[config.mk]
export PLATFORM = sky130hd
export DESIGN_NAME = stage_pipe
export DESIGN_NICKNAME = d
export VERILOG_FILES = /design/src/rtl/stage_pipe.sv
export SDC_FILE = /design/constraint.sdc
export NUM_CORES = 1
export LEC_CHECK = 0
export ABC_AREA = 1
export CORE_MARGIN = 5
export CORE_UTILIZATION = 38
export CTS_BUF_LIST = sky130_fd_sc_hd__clkbuf_2
export CTS_CLUSTER_SIZE = 8
export DETAILED_ROUTE_END_ITERATION = 10
export GPL_ROUTABILITY_DRIVEN = 0
export PLACE_DENSITY = 0.58
export SYNTH_ARGS = -nofsm -noshare
export SYNTH_HDL_FRONTEND = slang
export SYNTH_SLANG_ARGS = --single-unit
[constraint.sdc]
create_clock -name clk -period 6.8 [get_ports clk]
set_clock_uncertainty 0.1 [all_clocks]
set_input_delay 1.02 -clock clk [delete_from_list [all_inputs] [get_ports clk]]
set_output_delay 1.02 -clock clk [all_outputs]
set_load 0.02 [all_outputs]
[src/rtl/stage_pipe.sv]
// stage_pipe
//   Parameterised in-order result pipeline with per-stage hold and clear
//   controls and a tag-matched forwarding lookup. Each stage carries
//   {valid, wen, tag, data}; stage 0 is the youngest and stage DEPTH-1 drives
//   the out_* ports directly.
//
// Ports
//   clk          sole clock, rising edge
//   reset        synchronous active-high reset; beats stall and flush
//   in_valid     stage-0 input carries an instruction
//   in_wen       incoming instruction writes its destination tag
//   in_tag       destination tag of the incoming instruction
//   in_data      result value entering stage 0
//   stall        per-stage hold, bit i holds stage i (hold beats clear)
//   flush        per-stage clear, bit i invalidates what stage i loads
//   lookup_tag   tag searched for forwarding
//   lookup_hit   some valid, writing stage holds lookup_tag
//   lookup_idx   index of the youngest matching stage (0 on miss)
//   lookup_data  data of the youngest matching stage (0 on miss)
//   out_valid    valid of stage DEPTH-1
//   out_wen      wen of stage DEPTH-1
//   out_tag      tag of stage DEPTH-1
//   out_data     data of stage DEPTH-1
//   occupancy    registered count of valid stages

module stage_pipe #(
  parameter int WIDTH = 32,
  parameter int DEPTH = 4,
  parameter int TAGW  = 4
) (
  input  logic                       clk,
  input  logic                       reset,
  input  logic                       in_valid,
  input  logic                       in_wen,
  input  logic [TAGW-1:0]            in_tag,
  input  logic [WIDTH-1:0]           in_data,
  input  logic [DEPTH-1:0]           stall,
  input  logic [DEPTH-1:0]           flush,
  input  logic [TAGW-1:0]            lookup_tag,
  output logic                       lookup_hit,
  output logic [$clog2(DEPTH)-1:0]   lookup_idx,
  output logic [WIDTH-1:0]           lookup_data,
  output logic                       out_valid,
  output logic                       out_wen,
  output logic [TAGW-1:0]            out_tag,
  output logic [WIDTH-1:0]           out_data,
  output logic [$clog2(DEPTH+1)-1:0] occupancy
);

  localparam int IDXW = $clog2(DEPTH);
  localparam int OCCW = $clog2(DEPTH+1);

  logic [DEPTH-1:0] stg_valid;
  logic [DEPTH-1:0] stg_wen;
  logic [TAGW-1:0]  stg_tag  [DEPTH];
  logic [WIDTH-1:0] stg_data [DEPTH];

  logic [DEPTH-1:0] nxt_valid;
  logic [DEPTH-1:0] nxt_wen;
  logic [TAGW-1:0]  nxt_tag  [DEPTH];
  logic [WIDTH-1:0] nxt_data [DEPTH];

  function automatic logic [OCCW-1:0] count_ones(input logic [DEPTH-1:0] v);
    logic [OCCW-1:0] cnt;
    cnt = '0;
    for (int i = 0; i < DEPTH; i++) begin
      cnt = cnt + OCCW'(v[i]);
    end
    return cnt;
  endfunction

  // Next-state per stage. Stage 0 has no upstream stall bit, so it is
  // handled on its own and the loop covers stages 1..DEPTH-1.
  always_comb begin
    nxt_valid = stg_valid;
    nxt_wen   = stg_wen;
    for (int i = 0; i < DEPTH; i++) begin
      nxt_tag[i]  = stg_tag[i];
      nxt_data[i] = stg_data[i];
    end

    if (!stall[0]) begin
      if (flush[0]) begin
        nxt_valid[0] = 1'b0;
        nxt_wen[0]   = 1'b0;
        nxt_tag[0]   = '0;
        nxt_data[0]  = '0;
      end else begin
        nxt_valid[0] = in_valid;
        nxt_wen[0]   = in_wen;
        nxt_tag[0]   = in_tag;
        nxt_data[0]  = in_data;
      end
    end

    for (int i = 1; i < DEPTH; i++) begin
      if (!stall[i]) begin
        if (flush[i]) begin
          nxt_valid[i] = 1'b0;
          nxt_wen[i]   = 1'b0;
          nxt_tag[i]   = '0;
          nxt_data[i]  = '0;
        end else begin
          // A held upstream stage must not be duplicated downstream, so a
          // bubble is inserted; tag/data ride along but are meaningless.
          nxt_valid[i] = stall[i-1] ? 1'b0 : stg_valid[i-1];
          nxt_wen[i]   = stall[i-1] ? 1'b0 : stg_wen[i-1];
          nxt_tag[i]   = stg_tag[i-1];
          nxt_data[i]  = stg_data[i-1];
        end
      end
    end
  end

  always_ff @(posedge clk) begin
    if (reset) begin
      stg_valid <= '0;
      stg_wen   <= '0;
      for (int i = 0; i < DEPTH; i++) begin
        stg_tag[i]  <= '0;
        stg_data[i] <= '0;
      end
      occupancy <= '0;
    end else begin
      stg_valid <= nxt_valid;
      stg_wen   <= nxt_wen;
      for (int i = 0; i < DEPTH; i++) begin
        stg_tag[i]  <= nxt_tag[i];
        stg_data[i] <= nxt_data[i];
      end
      occupancy <= count_ones(nxt_valid);
    end
  end

  // Scan oldest to youngest so the youngest match is the last one written.
  always_comb begin
    lookup_hit  = 1'b0;
    lookup_idx  = '0;
    lookup_data = '0;
    for (int i = DEPTH-1; i >= 0; i--) begin
      if (stg_valid[i] && stg_wen[i] && (stg_tag[i] == lookup_tag)) begin
        lookup_hit  = 1'b1;
        lookup_idx  = IDXW'(i);
        lookup_data = stg_data[i];
      end
    end
  end

  assign out_valid = stg_valid[DEPTH-1];
  assign out_wen   = stg_wen[DEPTH-1];
  assign out_tag   = stg_tag[DEPTH-1];
  assign out_data  = stg_data[DEPTH-1];

endmodule

# After elaboration in Yosys (flattened, before gate mapping)
# Memories as Yosys holds them, arrays and structs flattened.
# Cells that the tools add are included.
[classes]
addsub = 3
n_eq_ne = 4
n_mux = 57
bitwise_logic = 8
reduce_logical = 8
[ops]
columns = ["operator", "n"]
rows = [
  ["$mux 32", 16],
  ["$mux 4", 12],
  ["$mux 1", 25],
  ["$eq 4x4->1", 4],
  ["$logic_and 1x1->1", 8],
  ["$mux 2", 4],
  ["$or 1x1->1", 8],
  ["$add 2x1->3", 1],
  ["$add 3x1->3", 1],
  ["$add 1x1->2", 1],
]
[totals]
regBits = 11
ram_bits = 144
mem_count = 2
[memory_table]
columns = ["memory", "depth", "word_bits", "rd", "rd_clocked_by_memory_dff", "write_ports", "line_no", "text"]
rows = [
  ["stg_data", 4, 32, 4, 0, 4, "56", "logic [WIDTH-1:0] stg_data [DEPTH];"],
  ["stg_tag", 4, 4, 4, 0, 4, "55", "logic [TAGW-1:0] stg_tag [DEPTH];"],
]

# Longest topological paths before layout
[depth]
ltp_word = 6
mapped_depth = 11

# Worst setup path before layout
# Ideal clock, no wire load.
[synth_path]
path_kind = "input -> output"
start = "input port lookup_tag[1]"
end = "output port lookup_idx[1]"
t_arrival_ns = 2.020
t_required_ns = 5.680
setup_slack_ns = 3.660
cell_stages = 8
cell_sequence = "inv_2 -> o21ai_1 -> nor2_2 -> nand2_4 -> buf_6 -> o21ai_1 -> inv_2 -> nor2_1"
[synth_between]
elab_chain_cells = 6
word_cells_on_any_way = 12
cone_classes = "eq/ne: 4; mux: 4; reduce/logical: 4"
[synth_rtl]
columns = ["element", "line_no", "text"]
rows = [
  ["from (decl)", "39", "input logic [TAGW-1:0] lookup_tag,"],
  ["$eq 4x4->1", "141", "if (stg_valid[i] && stg_wen[i] && (stg_tag[i] == lookup_tag)) begin"],
  ["$logic_and 1x1->1", "141", ""],
  ["$mux 2 (3 in a row)", "141", ""],
  ["$mux 2 (*)", "141", ""],
  ["to (decl)", "41", "output logic [$clog2(DEPTH)-1:0] lookup_idx,"],
]
# Every way passes the cells marked *; elsewhere a longest branch is shown, timed or not.

# Final worst setup path
[layout_path]
start = "input port lookup_tag[3]"
end = "output port lookup_idx[1]"
# Same word-level chain as after synthesis.

==> summary.txt <==
Finish
  • Fraction of layout instances using a drive strength above 1: under 10%
  • # nets final: 1261
  • Sequential cell area: roughly 3100 um^2
  • Fin area: ~9000 um^2
  • Fillers: between 2000 and 2500
  • Multi-input logic area: 3640 um^2
  • Syn-to-layout area delta: 15.9%
  • Fin util: between 40% and 50%
  • Final non-filler cell total: ~1500

Power and ir drop
  • Worst VDD drop: around 0.098 mV
  • Overall Power: ~1.6 mW
  • Logic pwr share: 9.3%
  • Reg power frac: 59.1%
  • Leakage power: 3.68 nW
  • Clock Power Share: between 30% and 40%
  • Internal: ~1.2 mW
  • Switch Pwr: 0.455 mW
  • Pwr/cell area: around 180 nW/um^2
  • Sw frac: between 20% and 30%

CTS
  • Max Root-Sink Buffers: 2
  • Post-CTS sizing: 0
  • Worst-skew pair later-pin latency: between 0.7 and 0.8 ns
  • TritonCTS Buffers: 17
  • CTS Hold Buffers Added: 0
  • Worst-path clk slew: roughly 0.22 ns
  • Root Buffer: clkbuf_2
  • Postcts setup bufs: 0
  • # clock sinks: 155
  • CTS tree: built
  • H-tree depth: 4

Setup path
  • Crit-path slowest cell: nor2_2
  • CP endpoint kind: output pin
  • Max incr delay on CP: 0.75 ns
  • CP Cell Sequence: clkdlybuf4s50_1 -> o21ai_1 -> nor2_2 -> nand2_4 -> o21ai_1 -> inv_2 -> nor2_1 -> clkdlybuf4s50_1
  • Cell family contributing the most delay on the critical path: simple AND/OR/NAND/NOR gates
  • Origin of the critical flop-to-flop path: stg_valid[0]
  • Buf/Inv on CP: 3
  • Reg2Reg Depth: 7
  • CP arrival: 3.95 ns
  • CP Class: in -> out
  • CP Max Fanout: 34
  • Worst Path Required: roughly 5.7 ns
  • Critical path startpoint category: input port
  • R2R Setup Slk: ~4.9 ns
  • Worst r2r dst: occupancy[1]

Route
  • Drt initial violations: a little under 400
  • WL per Instance: ~16 um
  • DR pass1 iterations: 5
  • Via count: around 7200
  • Vias/cell: 4.81
  • Residual DRC: 0
  • DRT Wirelength: 23300 um
  • Antenna-violating nets left: 0

Timing
  • Final Hold Viols: 0
  • Fmax: just under 0.2 GHz
  • RSZ-0062 raised after global routing: false
  • Headroom to the max-slew limit: between 20% and 30%
  • Setup TNS: 0 ns
  • Final WS setup: between 1.5 and 2 ns
  • Final worst path period need: 5.07 ns
  • Hold WS: between 0.3 and 0.4 ns
  • Setup violations, final: 0
  • Pins Over Slew Limit: 0
  • Final period util: between 70% and 80%
  • Worst-margin pin slew: 1.06 ns

Floorplanning
  • Core ar.: ~20000 um^2
  • # rows: 52
  • I/O pin count: between 100 and 150
  • Initial Util: between 30% and 40%
  • Die H: between 150 and 200 um
  • Die ar.: around 23000 um^2
  • Die X: 153 um

Logic synthesis
  • Sequential share of the synthesized area: 40.1%
  • Async set-reset flop share out of synthesis: 0%
  • Yosys top cell by area: dfxtp_1
  • Yosys top cell area share: between 40% and 50%
  • #FFs+latches synth: approximately 160
  • Synth warn: 0
  • Synth area leaders: dfxtp_1 (40%), nand2_1 (21%), a21oi_1 (9.7%)
  • Post-synth top cells: nand2_1 (440), dfxtp_1 (155), a21oi_1 (150)
  • EDFF count, synth: 0
  • Post-Syn Nets: approximately 1200
  • Most used DFF post-synth: dfxtp_1
  • Most frequent cell after synthesis: nand2_1
  • Syn_area_per_cell: around 6.6 um^2
  • Synth Cell Area: between 7000 and 8000 um^2
  • Cell variety after synth: 31
  • Mapped Cells: 1166

Global route
  • GRT Resource Usage Total: approximately 20%
  • Grt ovf: 0
  • Vias in the first global route: roughly 7000
  • Largest net degree at the start of global routing: 99
  • First-pass GRT wire length: ~38000 um
  • Initial antenna violation count: 1

Hold path
  • Min-Delay Endpoint: stg_tag[0][15]
  • Hold depth: 2
  • Hold Startpoint: stg_tag[0][11]
  • Hold crit path type: reg -> reg

Placed design
  • Pre-CTS setup slack: 1.67 ns
  • Post-placement cell area: between 8000 and 9000 um^2
  • DP HPWL: 14000 um
  • IO buf count: 127
  • Placed Cells: approximately 1500

Outcome
  • Status: completed

Run
  • Max Cap Violations: 0
cells in the final DEF, fill, tap and decap left out, types with 32 or more instances in the layout:
cell type        instances
inv_2                   34
nand3b_1                32
nor2_1                  44
a21oi_1                150
o21ai_0                 35
nand3_1                 69
dfxtp_1                155
nand2_1                440
inv_1                   54
clkdlybuf4s50_1        123
sequential cells by signal (all words and copies together), names as in the netlist:
signal     count
stg_data     128
stg_tag       16
occupancy      3
stg_valid      4
stg_wen        4
worst max-delay path by stage:
stage                  start               to  slack, ns  depth (start not counted)
6_report       lookup_tag[3]    lookup_idx[1]       1.73                          8
3_5_place_dp   lookup_tag[3]    lookup_idx[1]       1.67                          8
4_1_cts        lookup_tag[3]    lookup_idx[1]       1.67                          8
2_1_floorplan  lookup_tag[1]    lookup_idx[1]       3.66                          8
3_3_place_gp   lookup_tag[3]    lookup_idx[1]       1.68                          8
5_1_grt        lookup_tag[1]  lookup_data[25]       1.55                         10
worst reg2reg max path: stages, from the launching register on:
cell,delay (ns)
dfxtp_1,0.43
a22oi_1,0.14
fa_1,0.59
inv_1,0.04
ha_1,0.17
ha_1,0.28
inv_1,0.05
nor2_1,0.03
routing by layer:
metal / vias to the layer above / global-route usage, % / wire, um
met5: - / 0 / 0
met4: 0 / 5.30 / 246
met3: 21 / 4.23 / 1050
met2: 158 / 34.0 / 11300
met1: 3253 / 25.5 / 10700
li1: 3728 / - / -
power groups by stage:
stage                     Clock, mW  Combinational, mW  Sequential [mW]
after floorplan                   0             0.0906            0.968
after global placement            0              0.151            0.974
after detailed placement          0              0.152            0.974
after CTS                     0.524              0.152            0.956
after global routing          0.560              0.168            0.961
final                         0.510              0.151            0.956
area by class of cell:
cell class,count,share of cell area (%)
multi-input cells,806,40.6
flip-flops and latches,155,34.6
repair buffers,137,14.8
well taps,270,3.76
inverters,89,3.72
clock inverters,12,1.39
clock buffers,20,1.12
diodes,1,0.0279
logic make-up after synthesis:
kind of cell | Yosys count | share of synthesized area (%)
buffers and inverters | 205 | 13.1
adders and majority gates | 3 | 0.582
and+or+nand+nor | 607 | 33.3
DFF | 155 | 40.1
xor gates and xnor gates | 1 | 0.113
AOI/OAI and AO/OA | 195 | 12.8
No activity file was read; power rests on OpenSTA's default activity.
